$ cat src/rtl/axi_wr_arbiter_if.sv
// AXI4 write-channel bundle (AW/W/B) between the arbiter (master) and the interconnect (slave).
// Every channel transfers on a rising edge where valid && ready; the valid side holds its payload stable until then.
interface axi_wr_arbiter_if #(
  parameter int ADDR_W = 32,
  parameter int DATA_W = 64
);
  logic [1:0]          awid;
  logic [ADDR_W-1:0]   awaddr;
  logic [7:0]          awlen;
  logic [2:0]          awsize;
  logic [1:0]          awburst;
  logic                awlock;
  logic [3:0]          awcache;
  logic [2:0]          awprot;
  logic                awvalid;
  logic                awready;
  logic [DATA_W-1:0]   wdata;
  logic [DATA_W/8-1:0] wstrb;
  logic                wlast;
  logic                wvalid;
  logic                wready;
  logic [1:0]          bid;
  logic [1:0]          bresp;
  logic                bvalid;
  logic                bready;

  modport master (
    output awid, awaddr, awlen, awsize, awburst, awlock, awcache, awprot, awvalid,
    input  awready,
    output wdata, wstrb, wlast, wvalid,
    input  wready,
    input  bid, bresp, bvalid,
    output bready
  );

  modport slave (
    input  awid, awaddr, awlen, awsize, awburst, awlock, awcache, awprot, awvalid,
    output awready,
    input  wdata, wstrb, wlast, wvalid,
    output wready,
    output bid, bresp, bvalid,
    input  bready
  );
endinterface

$ cat src/rtl/axi_wr_arbiter.sv
// Round-robin arbiter sharing one AXI4 write channel between two requesters, one burst at a time.
// The captured descriptor lives directly in the AW registers; W is a zero-latency mux of the granted requester.
module axi_wr_arbiter #(
  parameter int ADDR_W = 32,
  parameter int DATA_W = 64
) (
  input  logic                clk,
  input  logic                rst,
  input  logic                rq0_valid,
  input  logic                rq1_valid,
  output logic                rq0_ready,
  output logic                rq1_ready,
  input  logic [ADDR_W-1:0]   rq0_addr,
  input  logic [ADDR_W-1:0]   rq1_addr,
  input  logic [7:0]          rq0_len,
  input  logic [7:0]          rq1_len,
  input  logic [DATA_W-1:0]   rq0_wdata,
  input  logic [DATA_W-1:0]   rq1_wdata,
  input  logic [DATA_W/8-1:0] rq0_wstrb,
  input  logic [DATA_W/8-1:0] rq1_wstrb,
  input  logic                rq0_wvalid,
  input  logic                rq1_wvalid,
  output logic                rq0_wready,
  output logic                rq1_wready,
  output logic                rq0_done,
  output logic                rq1_done,
  output logic [1:0]          rq0_resp,
  output logic [1:0]          rq1_resp,
  output logic [1:0]          state_dbg,
  axi_wr_arbiter_if.master    axi
);

  typedef enum logic [1:0] {IDLE = 2'd0, ADDR = 2'd1, DATA = 2'd2, RESP = 2'd3} state_t;

  state_t     state;
  logic       gnt;
  logic       last_gnt;
  logic       gnt_next;
  logic [7:0] cnt;
  logic       beat_hs;
  logic [1:0] b_code;

  assign state_dbg = state;

  assign axi.awsize  = 3'b011;
  assign axi.awburst = 2'b01;
  assign axi.awlock  = 1'b0;
  assign axi.awcache = 4'b0011;
  assign axi.awprot  = 3'b000;

  // With both requesting, the side that did not win last time takes the grant.
  always_comb begin
    gnt_next = 1'b0;
    if (rq0_valid && rq1_valid) gnt_next = ~last_gnt;
    else if (rq1_valid)         gnt_next = 1'b1;
  end

  always_comb begin
    axi.wvalid = (state == DATA) && (gnt ? rq1_wvalid : rq0_wvalid);
    axi.wdata  = gnt ? rq1_wdata : rq0_wdata;
    axi.wstrb  = gnt ? rq1_wstrb : rq0_wstrb;
    axi.wlast  = (state == DATA) && (cnt == 8'd0);
    rq0_wready = (state == DATA) && !gnt && axi.wready;
    rq1_wready = (state == DATA) &&  gnt && axi.wready;
    beat_hs    = axi.wvalid && axi.wready;
    b_code     = (axi.bid != axi.awid) ? 2'b10 : axi.bresp;
  end

  always_ff @(posedge clk or posedge rst) begin
    if (rst) begin
      state       <= IDLE;
      gnt         <= 1'b0;
      last_gnt    <= 1'b1;
      cnt         <= 8'd0;
      rq0_ready   <= 1'b0;
      rq1_ready   <= 1'b0;
      rq0_done    <= 1'b0;
      rq1_done    <= 1'b0;
      rq0_resp    <= 2'b00;
      rq1_resp    <= 2'b00;
      axi.awvalid <= 1'b0;
      axi.awaddr  <= '0;
      axi.awlen   <= 8'd0;
      axi.awid    <= 2'b00;
      axi.bready  <= 1'b0;
    end else begin
      rq0_ready <= 1'b0;
      rq1_ready <= 1'b0;
      rq0_done  <= 1'b0;
      rq1_done  <= 1'b0;
      case (state)
        IDLE: begin
          if (rq0_valid || rq1_valid) begin
            gnt         <= gnt_next;
            axi.awaddr  <= gnt_next ? rq1_addr : rq0_addr;
            axi.awlen   <= gnt_next ? rq1_len : rq0_len;
            axi.awid    <= {1'b0, gnt_next};
            axi.awvalid <= 1'b1;
            rq0_ready   <= ~gnt_next;
            rq1_ready   <= gnt_next;
            state       <= ADDR;
          end
        end
        ADDR: begin
          if (axi.awready) begin
            axi.awvalid <= 1'b0;
            cnt         <= axi.awlen;
            state       <= DATA;
          end
        end
        DATA: begin
          if (beat_hs) begin
            cnt <= cnt - 8'd1;
            if (cnt == 8'd0) begin
              axi.bready <= 1'b1;
              state      <= RESP;
            end
          end
        end
        RESP: begin
          if (axi.bvalid) begin
            axi.bready <= 1'b0;
            last_gnt   <= gnt;
            if (gnt) begin
              rq1_done <= 1'b1;
              rq1_resp <= b_code;
            end else begin
              rq0_done <= 1'b1;
              rq0_resp <= b_code;
            end
            state <= IDLE;
          end
        end
        default: state <= IDLE;
      endcase
    end
  end

endmodule

$ cat src/flat_wrapper.sv
// flat-port wrapper written by rule: the top's interface ports become plain ports
module axi_wr_arbiter_flat 
#(
  parameter int ADDR_W = 32,
  parameter int DATA_W = 64
)
  (clk, rst, rq0_valid, rq1_valid, rq0_ready, rq1_ready, rq0_addr, rq1_addr, rq0_len, rq1_len, rq0_wdata, rq1_wdata, rq0_wstrb, rq1_wstrb, rq0_wvalid, rq1_wvalid, rq0_wready, rq1_wready, rq0_done, rq1_done, rq0_resp, rq1_resp, state_dbg, axi_awid, axi_awaddr, axi_awlen, axi_awsize, axi_awburst, axi_awlock, axi_awcache, axi_awprot, axi_awvalid, axi_awready, axi_wdata, axi_wstrb, axi_wlast, axi_wvalid, axi_wready, axi_bid, axi_bresp, axi_bvalid, axi_bready);
  axi_wr_arbiter_if #(.ADDR_W(ADDR_W), .DATA_W(DATA_W)) axi_i ();
  input  logic clk;
  input  logic rst;
  input  logic rq0_valid;
  input  logic rq1_valid;
  output logic rq0_ready;
  output logic rq1_ready;
  input  logic [ADDR_W-1:0] rq0_addr;
  input  logic [ADDR_W-1:0] rq1_addr;
  input  logic [7:0] rq0_len;
  input  logic [7:0] rq1_len;
  input  logic [DATA_W-1:0] rq0_wdata;
  input  logic [DATA_W-1:0] rq1_wdata;
  input  logic [DATA_W/8-1:0] rq0_wstrb;
  input  logic [DATA_W/8-1:0] rq1_wstrb;
  input  logic rq0_wvalid;
  input  logic rq1_wvalid;
  output logic rq0_wready;
  output logic rq1_wready;
  output logic rq0_done;
  output logic rq1_done;
  output logic [1:0] rq0_resp;
  output logic [1:0] rq1_resp;
  output logic [1:0] state_dbg;
  output wire logic [$bits(axi_i.awid)-1:0] axi_awid;
  output wire logic [$bits(axi_i.awaddr)-1:0] axi_awaddr;
  output wire logic [$bits(axi_i.awlen)-1:0] axi_awlen;
  output wire logic [$bits(axi_i.awsize)-1:0] axi_awsize;
  output wire logic [$bits(axi_i.awburst)-1:0] axi_awburst;
  output wire logic [$bits(axi_i.awlock)-1:0] axi_awlock;
  output wire logic [$bits(axi_i.awcache)-1:0] axi_awcache;
  output wire logic [$bits(axi_i.awprot)-1:0] axi_awprot;
  output wire logic [$bits(axi_i.awvalid)-1:0] axi_awvalid;
  input wire logic [$bits(axi_i.awready)-1:0] axi_awready;
  output wire logic [$bits(axi_i.wdata)-1:0] axi_wdata;
  output wire logic [$bits(axi_i.wstrb)-1:0] axi_wstrb;
  output wire logic [$bits(axi_i.wlast)-1:0] axi_wlast;
  output wire logic [$bits(axi_i.wvalid)-1:0] axi_wvalid;
  input wire logic [$bits(axi_i.wready)-1:0] axi_wready;
  input wire logic [$bits(axi_i.bid)-1:0] axi_bid;
  input wire logic [$bits(axi_i.bresp)-1:0] axi_bresp;
  input wire logic [$bits(axi_i.bvalid)-1:0] axi_bvalid;
  output wire logic [$bits(axi_i.bready)-1:0] axi_bready;
  assign axi_awid = axi_i.awid;
  assign axi_awaddr = axi_i.awaddr;
  assign axi_awlen = axi_i.awlen;
  assign axi_awsize = axi_i.awsize;
  assign axi_awburst = axi_i.awburst;
  assign axi_awlock = axi_i.awlock;
  assign axi_awcache = axi_i.awcache;
  assign axi_awprot = axi_i.awprot;
  assign axi_awvalid = axi_i.awvalid;
  assign axi_i.awready = axi_awready;
  assign axi_wdata = axi_i.wdata;
  assign axi_wstrb = axi_i.wstrb;
  assign axi_wlast = axi_i.wlast;
  assign axi_wvalid = axi_i.wvalid;
  assign axi_i.wready = axi_wready;
  assign axi_i.bid = axi_bid;
  assign axi_i.bresp = axi_bresp;
  assign axi_i.bvalid = axi_bvalid;
  assign axi_bready = axi_i.bready;
  axi_wr_arbiter #(.ADDR_W(ADDR_W), .DATA_W(DATA_W)) u_core (.clk(clk), .rst(rst), .rq0_valid(rq0_valid), .rq1_valid(rq1_valid), .rq0_ready(rq0_ready), .rq1_ready(rq1_ready), .rq0_addr(rq0_addr), .rq1_addr(rq1_addr), .rq0_len(rq0_len), .rq1_len(rq1_len), .rq0_wdata(rq0_wdata), .rq1_wdata(rq1_wdata), .rq0_wstrb(rq0_wstrb), .rq1_wstrb(rq1_wstrb), .rq0_wvalid(rq0_wvalid), .rq1_wvalid(rq1_wvalid), .rq0_wready(rq0_wready), .rq1_wready(rq1_wready), .rq0_done(rq0_done), .rq1_done(rq1_done), .rq0_resp(rq0_resp), .rq1_resp(rq1_resp), .state_dbg(state_dbg), .axi(axi_i));
endmodule
$ cat config.mk
export PLATFORM = sky130hd
export DESIGN_NAME = axi_wr_arbiter_flat
export DESIGN_NICKNAME = d
export VERILOG_FILES = /design/src/rtl/axi_wr_arbiter_if.sv /design/src/rtl/axi_wr_arbiter.sv /design/src/flat_wrapper.sv
export SDC_FILE = /design/constraint.sdc
export NUM_CORES = 1
export LEC_CHECK = 0
export CAP_MARGIN = 20
export CORE_AREA = 4 4 144 146
export CTS_CLUSTER_SIZE = 25
export DETAILED_ROUTE_END_ITERATION = 6
export DIE_AREA = 0 0 148 150
export HOLD_SLACK_MARGIN = 0.02
export PLACE_DENSITY = 0.61
export SLEW_MARGIN = 25
export SYNTH_ARGS = -nofsm -noshare
export SYNTH_HDL_FRONTEND = slang
export SYNTH_SLANG_ARGS = --single-unit
$ cat constraint.sdc
create_clock -name clk -period 3.8 [get_ports clk]
set_clock_uncertainty 0.2 [all_clocks]
set_input_delay 0.57 -clock clk [delete_from_list [all_inputs] [get_ports clk]]
set_output_delay 0.57 -clock clk [all_outputs]
set_load 0.01 [all_outputs]
==> results by group <==
Clock network
  • H-tree Lvls: 3
  • Clk slew on worst S/H paths: 0.05 ns
  • Post-cts resize count: 0
  • Clock Tree Root: clkbuf_16
  • Post-CTS Setup Repair Bufs: 0
  • Hold_buf cts: 0
  • CTS sink cnt: 62
  • Worst skew pair latency: 0.32 ns
  • CTS tree: yes
  • Buffer levels on the longest clock path: 2
  • CTS buffer count: 9

Worst setup path
  • Worst Setup Start Kind: flip-flop
  • Critical path class: reg2out
  • Reg2reg setup slack: 1.14 ns
  • WP data arrival: 2.51 ns
  • Worst R2R End: u_core.cnt[6]
  • Worst endpoint required time: 3.03 ns
  • CP endpoint kind: output pin
  • Max FO, Critical Path: 79
  • Reg-to-reg startpoint: u_core.gnt
  • Worst-case reg-to-reg path depth: 4

Min path
  • Hold Crit Depth: 2
  • Worst Hold Launch: u_core.axi.awaddr[7]
  • Hold Crit Endpoint: u_core.axi.awaddr[7]
  • Worst Hold Class: reg2reg

Route
  • DRC Markers: 0
  • Detailed-router iteration count before antenna repair: 5
  • Detail Route Antenna Nets: 0
  • Drt first-iter violations: 162
  • Wire per inst: 18.8 um
  • Vias: 4,329
  • Met1 Wirelength: 7.32 mm
  • Via density: 4.19
  • Uppermost layer routed: met5
  • Met2 wire len: 10.1 mm
  • Met3 WL: 1.69 mm
  • Wirelength, routed: 19.4 mm

Synthesis
  • Synth cell types: 49
  • Syn_area_per_cell: 10.1 um^2
  • EDFF count, synth: 0
  • Sequential area share after synthesis: 38.1%
  • Synth Cell Area: 4070 um^2
  • Primary FF master, synth: dfrtp_1
  • Area leader, netlist: dfrtp_1
  • Ys async rst share: 100%
  • Post-Synthesis Cells: 405
  • Synth area leaders: dfrtp_1, mux2_2, mux2i_1
  • Top-area cell type share of the netlist area: 37.5%
  • Warnings, synthesis: 0
  • Number of synthesized register bits: 62

Placed design
  • Gp weighted congestion: 0.779
  • DP HPWL: 16.2 mm
  • Placed cell count: 1,014
  • IO buf count: 365

Floorplanning
  • Die area: 22,200 um^2
  • Die Span Y: 150 um
  • Core Area: 19,400 um^2
  • Die width: 148 um
  • Top Ports: 380
  • Initial Utilization: 21.0%
  • Rows: 51

Global route
  • Initial antenna violation count: 3
  • Largest net degree at the start of global routing: 80
  • GRT overflow: 0
  • First-pass GRT wire length: 27.7 mm
  • Vias in the first global route: 4,440
  • GRT Overall Usage: 16.4%

Final layout
  • Layout Nets: 1,004
  • Highest-count cells in the layout ignoring fill and taps: clkdlybuf4s50_1, mux2_2, dfrtp_1, nand2_1, o21ai_0
  • Syn-to-layout area delta: 101%
  • Layout cells sized above 1: 14.0%
  • Commonest non-fill, non-tap cell in the layout: clkdlybuf4s50_1
  • Fin cells: 1,032
  • Utilization after layout: 42.3%

Power and ir drop
  • Pwr/cell area: 609 nW/um^2
  • Leak Pwr: 3.39 nW
  • Post-layout power: 5.00 mW
  • Peak supply drop: 0.000297 V

STA
  • Slew headroom: 31.9%
  • Min Tclk post-route: 3.28 ns
  • Setup-failing EPs final: 0
  • Fin. max-slew vios: 0
  • Crit share post-route: 86.4%
  • Fin Setup TNS: 0 ns
  • Actual slew at the worst max-slew pin: 1.02 ns
  • RSZ-0062 raised after global routing: no
  • Final hold viol count: 0
  • F_max: 304 MHz

Status
  • Status: finished clean

Flow run
  • Max_cap viols: 0
[per-layer routing]
layer  vias up  GRT usage, %
met2       213          29.8
met4         2          3.42
met5         -             0
met1      1979          18.9
met3        13          5.24
li1       2122             -
[metrics by stage]
stage	setup WS (ns)	instance area, um^2	hold slack (ns)
after CTS	0.500	8200	0.281
after detailed placement	0.853	7930	0.269
after global placement	0.841	7930	0.260
final	0.515	8210	0.274
after floorplan	1.49	4120	0.239
after global routing	0.404	8210	0.298
[cells in the mapped netlist (5+ instances only)]
cell / number
nor2_1: 7
a21oi_1: 5
o21ai_0: 44
nand2_1: 52
dfrtp_1: 61
mux2_2: 73
clkbuf_1: 11
nand3_1: 8
inv_1: 19
buf_4: 18
mux2i_1: 35
ha_1: 7
buf_2: 8
a222oi_1: 7
[cell families (layout without fill, tap and decap cells)]
| logic type | Yosys count | after routing | synth area share (%) |
|---|---|---|---|
| muxes | 110 | 110 | 29.5 |
| and+or+nand+nor | 88 | 88 | 9.92 |
| AOI/OAI and AO/OA | 76 | 76 | 12.1 |
| DFF | 62 | 62 | 38.1 |
| buffers and inverters | 60 | 408 | 7.99 |
| adders and majority gates | 7 | 7 | 2.15 |
| other | 2 | 16 | 0.184 |
[sequential cells by signal (all words and copies together) (netlist names), 2 cells and up]
signal / count
u_core.state_dbg: 2
u_core.axi.awlen: 8
u_core.rq0_resp: 2
u_core.rq1_resp: 2
u_core.axi.awaddr: 32
u_core.cnt: 8
[worst max-delay path, cell delays in order, from the launching register on]
cell and delay, ns:
dfrtp_4 1.04, mux2_4 0.40, and2_1 0.17, clkdlybuf4s50_1 0.48
[where the power goes]
| part | internal, mW | total, mW | switching, mW |
|---|---|---|---|
| combinational | 1.71 | 2.90 | 1.18 |
| clock | 0.455 | 0.741 | 0.285 |
| sequential | 0.981 | 1.36 | 0.380 |
[how the worst max path moves through the flow]
stage | start | endpoint
floorplan | rst | u_core.axi.awaddr[0]
global placement | u_core.gnt | axi_wvalid
detailed placement | u_core.gnt | axi_wvalid
CTS | u_core.gnt | axi_wvalid
global route | u_core.gnt | axi_wvalid
finish | u_core.gnt | axi_wvalid
[area by class of cell]
class                      instances  area (um^2)
inverter                          20         75.1
multi-input combinational        295         2260
antenna                            2         5.00
clock buffer                      12          246
fill                            1933        11200
sequential                        62         1560
tap                              265          332
clock inverter                     4         22.5
timing repair buffer             372         3710
No activity file was read; power rests on OpenSTA's default activity.
